`src/rtl/exp_pkg.sv`:
```
// Shared definitions for the exponential datapath: reconstruction FSM states,
// default widths and constants common to the selection and reconstruction stages.
package exp_pkg;

  localparam int unsigned Y_W_DEF    = 24;
  localparam int unsigned Y_FRAC_DEF = 14;
  localparam int unsigned IDX_W      = 5;

  // ln2 threshold used by the selection stage
  localparam logic [14:0] LN2_THR = 15'h058B;

  typedef enum logic [1:0] {
    ST_IDLE,
    ST_ACC,
    ST_DONE
  } state_t;

endpackage

```
`src/rtl/exp_step_alu.sv`:
```
// Combinational single-step update for the e^x reconstruction accumulator:
// integer steps shift left, fractional steps add a right-shifted copy, with saturation.
module exp_step_alu
  import exp_pkg::*;
#(
  parameter int unsigned Y_W = Y_W_DEF
) (
  input  logic [Y_W-1:0]   y,
  input  logic [IDX_W-1:0] i,
  input  logic             int_or_fra,
  input  logic             ovf_in,
  output logic [Y_W-1:0]   y_next,
  output logic             ovf_out
);

  // 32 guard bits cover the largest possible left shift (i = 31)
  localparam int unsigned EXT_W = Y_W + 32;

  logic [EXT_W-1:0] y_ext;
  logic [EXT_W-1:0] y_sum;

  always_comb begin
    y_ext = {{32{1'b0}}, y};
    if (int_or_fra) begin
      y_sum = y_ext << i;
    end else begin
      y_sum = y_ext + (y_ext >> i);
    end
    ovf_out = ovf_in | (|y_sum[EXT_W-1:Y_W]);
    y_next  = ovf_out ? '1 : y_sum[Y_W-1:0];
  end

endmodule

```
`src/rtl/exp_reconstruct.sv`:
```
// Sequential e^x reconstruction: accumulates range-reduction steps from 1.0 and
// emits one saturating fixed-point result per start/last transaction.
module exp_reconstruct
  import exp_pkg::*;
#(
  parameter int unsigned Y_W    = Y_W_DEF,
  parameter int unsigned Y_FRAC = Y_FRAC_DEF
) (
  input  logic             clk,
  input  logic             rst_n,
  input  logic             start,
  input  logic             step_valid,
  output logic             step_ready,
  input  logic [IDX_W-1:0] i,
  input  logic             int_or_fra,
  input  logic             last,
  output logic [Y_W-1:0]   y,
  output logic             y_valid,
  output logic             ovf,
  output logic             busy
);

  localparam logic [Y_W-1:0] Y_ONE = Y_W'(1) << Y_FRAC;

  state_t         state, state_nxt;
  logic           load, fire;
  logic [Y_W-1:0] alu_y;
  logic           alu_ovf;

  exp_step_alu #(
    .Y_W(Y_W)
  ) u_alu (
    .y         (y),
    .i         (i),
    .int_or_fra(int_or_fra),
    .ovf_in    (ovf),
    .y_next    (alu_y),
    .ovf_out   (alu_ovf)
  );

  always_ff @(posedge clk or negedge rst_n) begin
    if (!rst_n) begin
      state <= ST_IDLE;
    end else begin
      state <= state_nxt;
    end
  end

  // Handshake outputs decode from state only; start always wins over a step
  always_comb begin
    state_nxt  = state;
    load       = 1'b0;
    fire       = 1'b0;
    step_ready = 1'b0;
    busy       = 1'b0;
    y_valid    = 1'b0;
    case (state)
      ST_IDLE: begin
        if (start) begin
          load      = 1'b1;
          state_nxt = ST_ACC;
        end
      end
      ST_ACC: begin
        step_ready = 1'b1;
        busy       = 1'b1;
        if (start) begin
          load = 1'b1;
        end else if (step_valid) begin
          fire = 1'b1;
          if (last) begin
            state_nxt = ST_DONE;
          end
        end
      end
      ST_DONE: begin
        y_valid   = 1'b1;
        state_nxt = ST_IDLE;
        if (start) begin
          load      = 1'b1;
          state_nxt = ST_ACC;
        end
      end
      default: state_nxt = ST_IDLE;
    endcase
  end

  always_ff @(posedge clk or negedge rst_n) begin
    if (!rst_n) begin
      y   <= '0;
      ovf <= 1'b0;
    end else if (load) begin
      y   <= Y_ONE;
      ovf <= 1'b0;
    end else if (fire) begin
      y   <= alu_y;
      ovf <= alu_ovf;
    end
  end

endmodule

```
`config.mk`:
```
export PLATFORM = sky130hd
export DESIGN_NAME = exp_reconstruct
export DESIGN_NICKNAME = d
export VERILOG_FILES = /design/src/rtl/exp_pkg.sv /design/src/rtl/exp_step_alu.sv /design/src/rtl/exp_reconstruct.sv
export SDC_FILE = /design/constraint.sdc
export NUM_CORES = 1
export LEC_CHECK = 0
export BUFFER_PORTS_ARGS = -buffer_cell sky130_fd_sc_hd__buf_2
export CORE_MARGIN = 1.5
export CORE_UTILIZATION = 64
export CTS_BUF_LIST = sky130_fd_sc_hd__clkbuf_2 sky130_fd_sc_hd__clkbuf_4 sky130_fd_sc_hd__clkbuf_8
export CTS_CLUSTER_SIZE = 14
export DETAILED_ROUTE_END_ITERATION = 6
export PLACE_DENSITY = 0.87
export REMOVE_ABC_BUFFERS = 1
export SLEW_MARGIN = 20
export SYNTH_ARGS = -nofsm -noshare
export SYNTH_HDL_FRONTEND = slang
export SYNTH_SLANG_ARGS = --single-unit
```
`constraint.sdc`:
```
create_clock -name clk -period 4.3 [get_ports clk]
set_input_delay 0 -clock clk [delete_from_list [all_inputs] [get_ports clk]]
set_output_delay 0 -clock clk [all_outputs]
set_load 0.01 [all_outputs]
```
Yosys cells after proc, flatten, opt, wreduce, memory -nomap -nowiden
Cells that the tools add are included.
W data, S select, Z words.
{ "op_classes": {"addsub": 1, "n_eq_ne": 6, "shift": 2, "n_mux": 19, "bitwise_logic": 1, "n_reduce_logical": 5} }
{ "op_table": {"columns": ["cell", "n"], "rows": [
  ["$mux W24", 3],
  ["$add A24 B56 Y56", 1],
  ["$mux W56", 1],
  ["$shl A24 B5 Y56", 1],
  ["$shr A24 B5 Y56", 1],
  ["$reduce_or A32 Y1", 1],
  ["$mux W1", 10],
  ["$mux W2", 4],
  ["$ne A2 B2 Y1 const B", 4],
  ["$pmux W2 S3", 1],
  ["$reduce_and A4 Y1", 1],
  ["$reduce_or A3 Y1", 1],
  ["$eq A2 B1 Y1 const B", 1],
  ["$eq A2 B2 Y1 const B", 1],
  ["$logic_not A2 Y1", 1],
  ["$reduce_bool A2 Y1", 1],
  ["$or A1 B1 Y1", 1]
]} }
{ "totals": {"reg_bits": 27, "inputBits": 11, "out_inout_bits": 28, "elab_cells": 37} }

Longest topological paths before layout
Gate-level depths: netlist of run 1.
{ "depth": {"depth_word": 8, "mapped_depth": 23, "depth_no_buf": 17} }

Cells and area by module
From an unflattened synthesis of run 1, not the netlist that was laid out.
{ "hier_totals": {"hier_cells": 709, "hier_area_um2": 5421.4} }
{ "modules_own_cells": {"columns": ["mod", "instances", "cells_each", "area_per_inst_um2", "seq_area_each_um2"], "rows": [
  ["exp_step_alu", 1, 586, 4266.6, 0.0],
  ["exp_reconstruct", 1, 123, 1154.9, 675.6]
]} }

Worst setup path after synthesis of run 1
Ideal clock, no wire load.
{ "synth_path": {"path_kind": "input-to-reg", "start": "in i[1]", "end": "reg y[0]", "setup_ps": 124, "arrival_time_ps": 4017, "required_time_ps": 4176, "path_slack_ps": 159, "stages": 21, "path_buffers": 6, "path_cell_list": "buf_2 buf_2 clkbuf_1 buf_1 buf_1 nand2_1 o21ai_0 a21oi_1 a21oi_1 o22ai_1 ha_1 fa_1 a21o_1 nand4_1 a211oi_1 nor3_1 o21ai_0 a21oi_2 a21oi_2 buf_6 a211o_1"} }
{ "synth_via": {"elab_chain_cells": 8, "elab_cells_between_ends": 9, "cone_classes": "add/sub: 1; shift: 2; mux: 4; bitwise: 1; reduce/logical: 1"} }
{ "synth_rtl": {"columns": ["item", "line", "rtl"], "rows": [
  ["from (decl)", "exp_reconstruct.sv:14", "input logic [IDX_W-1:0] i,"],
  ["$shr A24 B5 Y56", "exp_step_alu.sv:27", "y_sum = y_ext + (y_ext >> i);"],
  ["$add A24 B56 Y56", "exp_step_alu.sv:27", null],
  ["$mux W56 *", "exp_step_alu.sv:24", "if (int_or_fra) begin"],
  ["$reduce_or A32 Y1", "exp_step_alu.sv:29", "ovf_out = ovf_in | (|y_sum[EXT_W-1:Y_W]);"],
  ["$or A1 B1 Y1", "exp_step_alu.sv:29", null],
  ["$mux W24 *", "exp_step_alu.sv:30", "y_next = ovf_out ? '1 : y_sum[Y_W-1:0];"],
  ["$mux W24 *", "exp_reconstruct.sv:95", "end else if (fire) begin"],
  ["$mux W24 *", "exp_reconstruct.sv:92", "end else if (load) begin"],
  ["to (signal assigned)", "exp_reconstruct.sv:96", "y <= alu_y;"],
  ["to (decl)", "exp_reconstruct.sv:17", "output logic [Y_W-1:0] y,"]
]} }
Every way passes the cells marked *; elsewhere a longest branch is shown, timed or not. The select of a mux whose other input is x is not followed.
A chain may end at the register's enable or synchronous reset.

Worst setup path in the final report of run 1
{ "layout_path": {"start": "reg y[10]", "end": "reg y[5]"} }
{ "layout_via": {"elab_chain_cells": 8, "elab_cells_between_ends": 9, "cone_classes": "add/sub: 1; shift: 2; mux: 4; bitwise: 1; reduce/logical: 1"} }
{ "layout_rtl": {"columns": ["item", "line"], "rows": [
  ["$shr A24 B5 Y56", "exp_step_alu.sv:27"],
  ["$add A24 B56 Y56", "exp_step_alu.sv:27"],
  ["$mux W56 *", "exp_step_alu.sv:24"],
  ["$reduce_or A32 Y1", "exp_step_alu.sv:29"],
  ["$or A1 B1 Y1", "exp_step_alu.sv:29"],
  ["$mux W24 *", "exp_step_alu.sv:30"],
  ["$mux W24 *", "exp_reconstruct.sv:95"],
  ["$mux W24 *", "exp_reconstruct.sv:92"]
]} }
Marks and branches as above.

==> results.md, run 1 <==
* Ant diodes at 0
* RSZ-0062 raised after global routing: no
* Routed wl met3 at ~3.1 mm
* Largest family of logic cells by synthesized area: compound AO/OA/AOI/OAI gates
* Worst Max-Slew Pin Slew at roughly 1.1 ns
* IO Pins at 39
* Clk_lat worst skew at ~0.29 ns
* Routed via count at about 6300
* Overall power at roughly 1.8 mW
* Hold Crit Class: in -> reg
* Yosys top cell area share at 12.8%
* Crit path DAT at between 4 and 5 ns
* Drt total wl at 20.3 mm
* Clk sink count at 27
* Crit path launch type: flop
* Largest cells by area after synthesis: mux4_2 13%, dfrtp_1 12%, mux2i_1 9.0%, ha_1 5.5%, a21oi_1 5.1%
* Min Tclk post-route at between 4 and 5 ns
* Pwr dens at roughly 300 nW/um^2
* Commonest cells in the netlist: 66 x nor2_1, 64 x nand2_1, 56 x a21oi_1
* Xor/xnor share of the synthesized area at 2.24%
* Wire per inst at ~25 um
* Number of buffers created by CTS at 3
* Post-synthesis sequential area ratio at about an eighth
* Clk root buf: clkbuf_8
* Synth Register Bits at 27
* Avg Cell Area, Syn at 7.84 sq um
* Die W at around 95 um
* Vias in the first global route at between 5000 and 6000
* Multiplexer share of the synthesized area at about a quarter
* Number of synthesized flops with an enable pin at 0
* Row Count at 33
* Met2 routed WL at ~8.6 mm
* Fin crit share at a little over nine tenths
* Post-Synth Simple-Gate Area at between 10% and 20%
* WP data required at about 4.5 ns
* Initial antenna violation count at 0
* Worst-path maximum fanout at 16
* Max-slew headroom at between 20% and 30%
* Max layer used: met4
* Port Buf Inserts at 38
* Ys flop type: dfrtp_1
* CP endpoint kind: flop
* Run status: complete, no violations
* Post-Synthesis Cells at about 700
* Clk slew on worst S/H paths at around 0.12 ns
* Highest Clock Rate at between 0.2 and 0.25 GHz
* Htree depth at 1
* Routability-driven placement congestion ratio at approximately 1.1
* Cell area after synthesis at approximately 5500 sq um
* First-pass iteration count of the detailed router at 6
* Die ar. at 9100 sq um
* First-pass GRT wire length at 31.2 mm
* Die Span Y at 95.4 um
* Most frequent cell after synthesis: nor2_1
* Leakage at about 2.6 nW
* HPWL Detailed at between 15 and 20 mm
* Initial DRC count at ~840
* Largest net degree at the start of global routing at 55
* DR DRC count at 0
* Max-slew violations at 0
* Core Box Area at around 8300 sq um
* Vias per cell at around 7.7
* Crit Path Category: reg -> reg
* FFs w/ async S/R, synth at 100%
* Compound-Gate Fraction of Synth Area at around 29%
* Adder-cell share of the synthesized area at a little under 6%
* Post-route ant nets at 0
* Maximum vdd drop at approximately 170 uV
* Setup Skew at about 0.015 ns
* Max cap viols at 0
* Grt total ovfl at 0
* Post-synth cell types at 75
* Count of final hold-check violations at 0
* Yosys synthesis warning count at 0
* Starting density of the core at between 60% and 70%
* Final setup TNS at 0 ns
* All-Layer GR Usage at 45.2%
* Fin nets at about 750
* Layout cells sized above 1 at about a fifth
* Leading area contributor after synthesis: mux4_2
* Clock Path Buffers at 2
* CTS tree: done
* Routed length on met1 at approximately 7.4 mm
* Area Overhead vs Synth at 8.13%
* Final setup fails at 0
through the flow:
stage / area [sq um] / utilization (%) / setup WS [ns] / std cells / hold WS (ns)
5_1_grt: 5910 / 71.6 / 0.0152 / 820 / 0.0451
4_1_cts: 5870 / 71.1 / 0.0116 / 820 / 0.0235
3_3_place_gp: 5800 / 70.3 / 0.148 / 814 / 0.0477
3_5_place_dp: 5800 / 70.3 / 0.0513 / 814 / 0.0576
2_1_floorplan: 5140 / - / 0.725 / 628 / -0.296
6_report: 5910 / 71.6 / 0.120 / 820 / 0.0154
worst max-delay path, cell delays in order, from the launching register on:
cell	delay, ns
dfrtp_1	0.54
buf_4	0.25
mux4_2	0.48
mux2i_1	0.31
mux2_2	0.24
nor2_1	0.05
ha_1	0.38
and3_1	0.21
a221oi_1	0.37
o31ai_1	0.13
nor3_2	0.23
o21ai_0	0.15
a21oi_2	0.24
a21oi_4	0.17
a221o_1	0.31
final timing paths:
| kind | from | to | slack [ns] | cells past startpoint |
|---|---|---|---|---|
| worst min-delay path | start | state[0] | 0.02 | 3 |
| max in group asynchronous | rst_n | y[18] | 3.53 | 2 |
| worst min register to register | state[1] | state[0] | 0.52 | 1 |
| worst max register to register | y[10] | y[5] | 0.12 | 14 |
| worst max-delay path | y[10] | y[5] | 0.12 | 14 |
| min in group asynchronous | rst_n | y[15] | 0.28 | 2 |
power breakdown:
group / total [mW] / switching, mW / internal, mW
Clock: 0.162 / 0.0969 / 0.0655
Sequential: 0.398 / 0.105 / 0.292
Combinational: 1.20 / 0.698 / 0.501
Total: 1.76 / 0.901 / 0.859
cell families after synthesis:
group | count (synthesis)
compound gates | 229
xor+xnor | 14
fa+ha+maj | 25
buf+inv | 86
flops | 27
mux | 89
simple gates | 227
per-layer routing:
metal,GRT usage [%],vias to the layer above
met4,18.4,0
met1,61.7,2944
met2,68.8,579
met3,10.9,119
met5,0,-
li1,-,2703
registers in the layout (all words and copies together), names as in the netlist:
name / count
ovf: 1
state: 2
y: 24
what timing repair did:
action | in CTS | in global routing
setup buffers | 0 | 0
resized for setup | 0 | 12
hold buffers | 2 | 0
hold endpoints to repair | 28 | 0
endpoints found under the setup margin | 0 | 24
area by class of cell:
class | count | area (sq um)
Inverter | 17 | 63.8
Multi-Input combinational cell | 584 | 4440
Fill cell | 690 | 2350
Tap cell | 105 | 131
Timing Repair Buffer | 83 | 548
Clock buffer | 3 | 41.3
Sequential cell | 27 | 678
Clock inverter | 1 | 5.00
cells in the final DEF (no fill, tap or decap), types with 24 or more instances in the layout:
cell and instances:
mux4_2 31, dfrtp_1 25, nor2_1 66, buf_2 37, ha_1 24, nand2_1 64
buf_4 43, o21ai_0 42, a21oi_1 55, mux2i_1 48
(Power assumes the default switching activity.)
==> run 2, diff against run 1 <==
--- a/config.mk
+++ b/config.mk
@@ -6,6 +6,7 @@
 export NUM_CORES = 1
 export LEC_CHECK = 0
 export BUFFER_PORTS_ARGS = -buffer_cell sky130_fd_sc_hd__buf_2
+export CORE_ASPECT_RATIO = 1.75
 export CORE_MARGIN = 1.5
 export CORE_UTILIZATION = 64
 export CTS_BUF_LIST = sky130_fd_sc_hd__clkbuf_2 sky130_fd_sc_hd__clkbuf_4 sky130_fd_sc_hd__clkbuf_8
==> run 2 against run 1 <==
  * The flow now finishes with violations (DRC)
  * Clock power grew 2%
  * First-iteration DRC count increased by 23%
  * Power grew 0.34%
  * Fmax rose by 0.21%
  * Setup slack better by 0.0087 ns
  * Flip-flop and latch count unchanged
  * Global-route usage rose by 1.5 points
  * Sequential power decreased by 6.3%
  * Cell count grew 2.3%
  * Sequential share of layout area decreased by 0.12 points
  * Via count decreased by 1.1%
==> results.md, run 2 (synthesis gave the netlist of run 1 again) <==
* Run status: complete, but fails checks
* Failing checks: DRC
* Worst Path Buf+Inv at 1 (unchanged)
* Die W at 72.9 um (-24%)
* Biggest register: y
* Fin nets at 761 (+1.2%)
* Clk_lat worst skew at 0.29 ns (about the same)
* Cell area after layout at 5970 sq um (+1.1%)
* Initial antenna violation count at 0 (unchanged)
* Max reg flops at 24 (unchanged)
* RSZ-0062 raised after global routing: no
* Clock Path Buffers at 2 (unchanged)
* Row Count at 44 (+33%)
* Vias in the first global route at 6022 (+5.7%)
* Most frequent cells in the layout: 66 x nor2_1, 64 x nand2_1, 54 x a21oi_1
* Post-route ant nets at 0 (unchanged)
* First-pass GRT wire length at 32.8 mm (+5.2%)
* CP endpoint kind: flop
* Maximum vdd drop at 217 uV (+24%)
* Setup crit start: y[15]
* Final setup TNS at 0 ns (unchanged)
* Grt total ovfl at 0 (unchanged)
* Largest net degree at the start of global routing at 38 (-31%)
* Ant diodes at 0 (unchanged)
* R2R setup slack at 0.13 ns (about the same)
* Crit Path Category: reg -> reg
* WP data required at 4.47 ns (about the same)
* Max-slew violations at 0 (unchanged)
* Drt total wl at 20.9 mm (+3.3%)
* Setup Skew at 0.00621 ns (-0.00928 ns)
* Hold EP: state[0]
* Crit path DAT at 4.34 ns (about the same)
* Layout cells sized above 1 at 21.3% (+0.85 points)
* CP delay by family, top: compound AO/OA/AOI/OAI gates
* Min Tclk post-route at 4.17 ns (-0.00871 ns)
* HPWL Detailed at 15.9 mm (+5.7%)
* Hold Crit Class: in -> reg
* Overall power at 1.77 mW (+0.34%)
* Starting density of the core at 65.7% (-0.44 points)
* Port Buf Inserts at 38 (unchanged)
* Htree depth at 1 (unchanged)
* Cell mode on critical path: mux2i_1
* Final core occ at 71.9% (+0.29 points)
* Most common cell after layout, fill and taps aside: nor2_1
* DR DRC count at 1 (+1)
* Clk slew on worst S/H paths at 0.10 ns (-0.02 ns)
* Area Overhead vs Synth at 9.29%
* Area after DPL at 5880 sq um (+1.4%)
* Largest regs: y: 24 flops, state: 2 flops, ovf: 1 flops
* Final setup fails at 0 (unchanged)
* Crit path launch type: flop
* Worst-path maximum fanout at 10 (-6)
* Highest Clock Rate at 0.240 GHz (+0.21%)
* Leakage at 2.63 nW (+1.7%)
* Clk sink count at 27 (unchanged)
* # Post-CTS Setup Buffers at 0 (unchanged)
* Fin crit share at 97.0% (-0.20 points)
* Die ar. at 9120 sq um (+0.24%)
* All-Layer GR Usage at 46.8% (+1.5 points)
* Max cap viols at 0 (unchanged)
* First-pass iteration count of the detailed router at 7 (+1)
* Pre-CTS setup slack at 0.0851 ns (+0.0339 ns)
* Clk root buf: clkbuf_8
* Initial DRC count at 1035 (+23%)
* Die Span Y at 125 um (+31%)
* Worst r2r path cells at 13 (-1)
* Wire per inst at 24.9 um (+0.94%)
* Slowest cell on crit path: mux4_2
* CP Cell Sequence: buf_4, mux4_2, mux2i_1, o22ai_1, ha_1, a21oi_1, o21ai_0, or3_1, o2111ai_1, o221ai_1, a41oi_1, mux2i_1, a32oi_1
* Hold path start: start
* Reg-to-reg startpoint: y[15]
* CP max stage delay at 0.51 ns (-0.03 ns)
* Crit path depth at 13 (-1)
* Cells on Worst Hold Path at 3 (unchanged)
* Pwr dens at 296 nW/um^2 (-0.73%)
* Number of buffers created by CTS at 3 (unchanged)
* IO Pins at 39 (unchanged)
* Final worst slack at 0.128 ns (+0.00871 ns)
* Routed via count at 6278 (-1.1%)
* Core Box Area at 8310 sq um (+0.67%)
* Count of final hold-check violations at 0 (unchanged)
* CTS tree: done
* Vias per cell at 7.48 (-3.3%)
* FF-to-FF End: y[23]
* Worst Max-Slew Pin Slew at 1.05 ns (-0.0327 ns)
* Max-slew headroom at 29.8% (+2.2 points)
* Routability-driven placement congestion ratio at 1.07 (-1.2%)
run 2: cell types whose count changed in the layout (fill, tap and decap cells not counted), sizes merged:
cell    change
buf         +9
clkinv      -1
clkbuf      +1
run 2: metal layers:
metal	global-route usage, %	share of wire [%]
met5	0	0
met2	72.9	47
met1	55.9	34
met3	12.1	11
met4	30.3	7.6
run 2: worst max-delay path by stage:
stage	to
after floorplan	y[8]
after global placement	y[21]
after detailed placement	y[21]
after CTS	y[21]
after global routing	y[0]
final	y[23]
run 2: report_power, final:
part / switching, mW / internal (mW)
sequential: 0.0804 / 0.293
combinational: 0.717 / 0.509
clock: 0.0928 / 0.0733
run 2: worst reg2reg max path, delay by kind of cell, from the launching register on:
family,cells,cell delay [ns]
compound gates,7,1.50
mux,3,1.08
flops,1,0.48
fa+ha+maj,1,0.40
simple gates,1,0.36
buf+inv,1,0.23
run 2: area by class of cell:
type                            count  area (sq um)
Timing Repair Buffer               92           616
Multi-Input combinational cell    584          4420
Clock buffer                        4          48.8
Sequential cell                    27           678
Tap cell                          115           144
Inverter                           17          63.8
Fill cell                         698          2340
run 2: through the flow:
stage,instances,hold WS (ns)
global placement,833,0.0521
finish,839,0.00393
detailed placement,833,0.0728
CTS,839,0.00976
global route,839,0.0360
floorplan,628,-0.296
run 2: what timing repair did:
action	CTS	global route
hold buffers	2	0
hold endpoints to repair	28	0
resized for setup	0	9
setup endpoints to repair	0	24
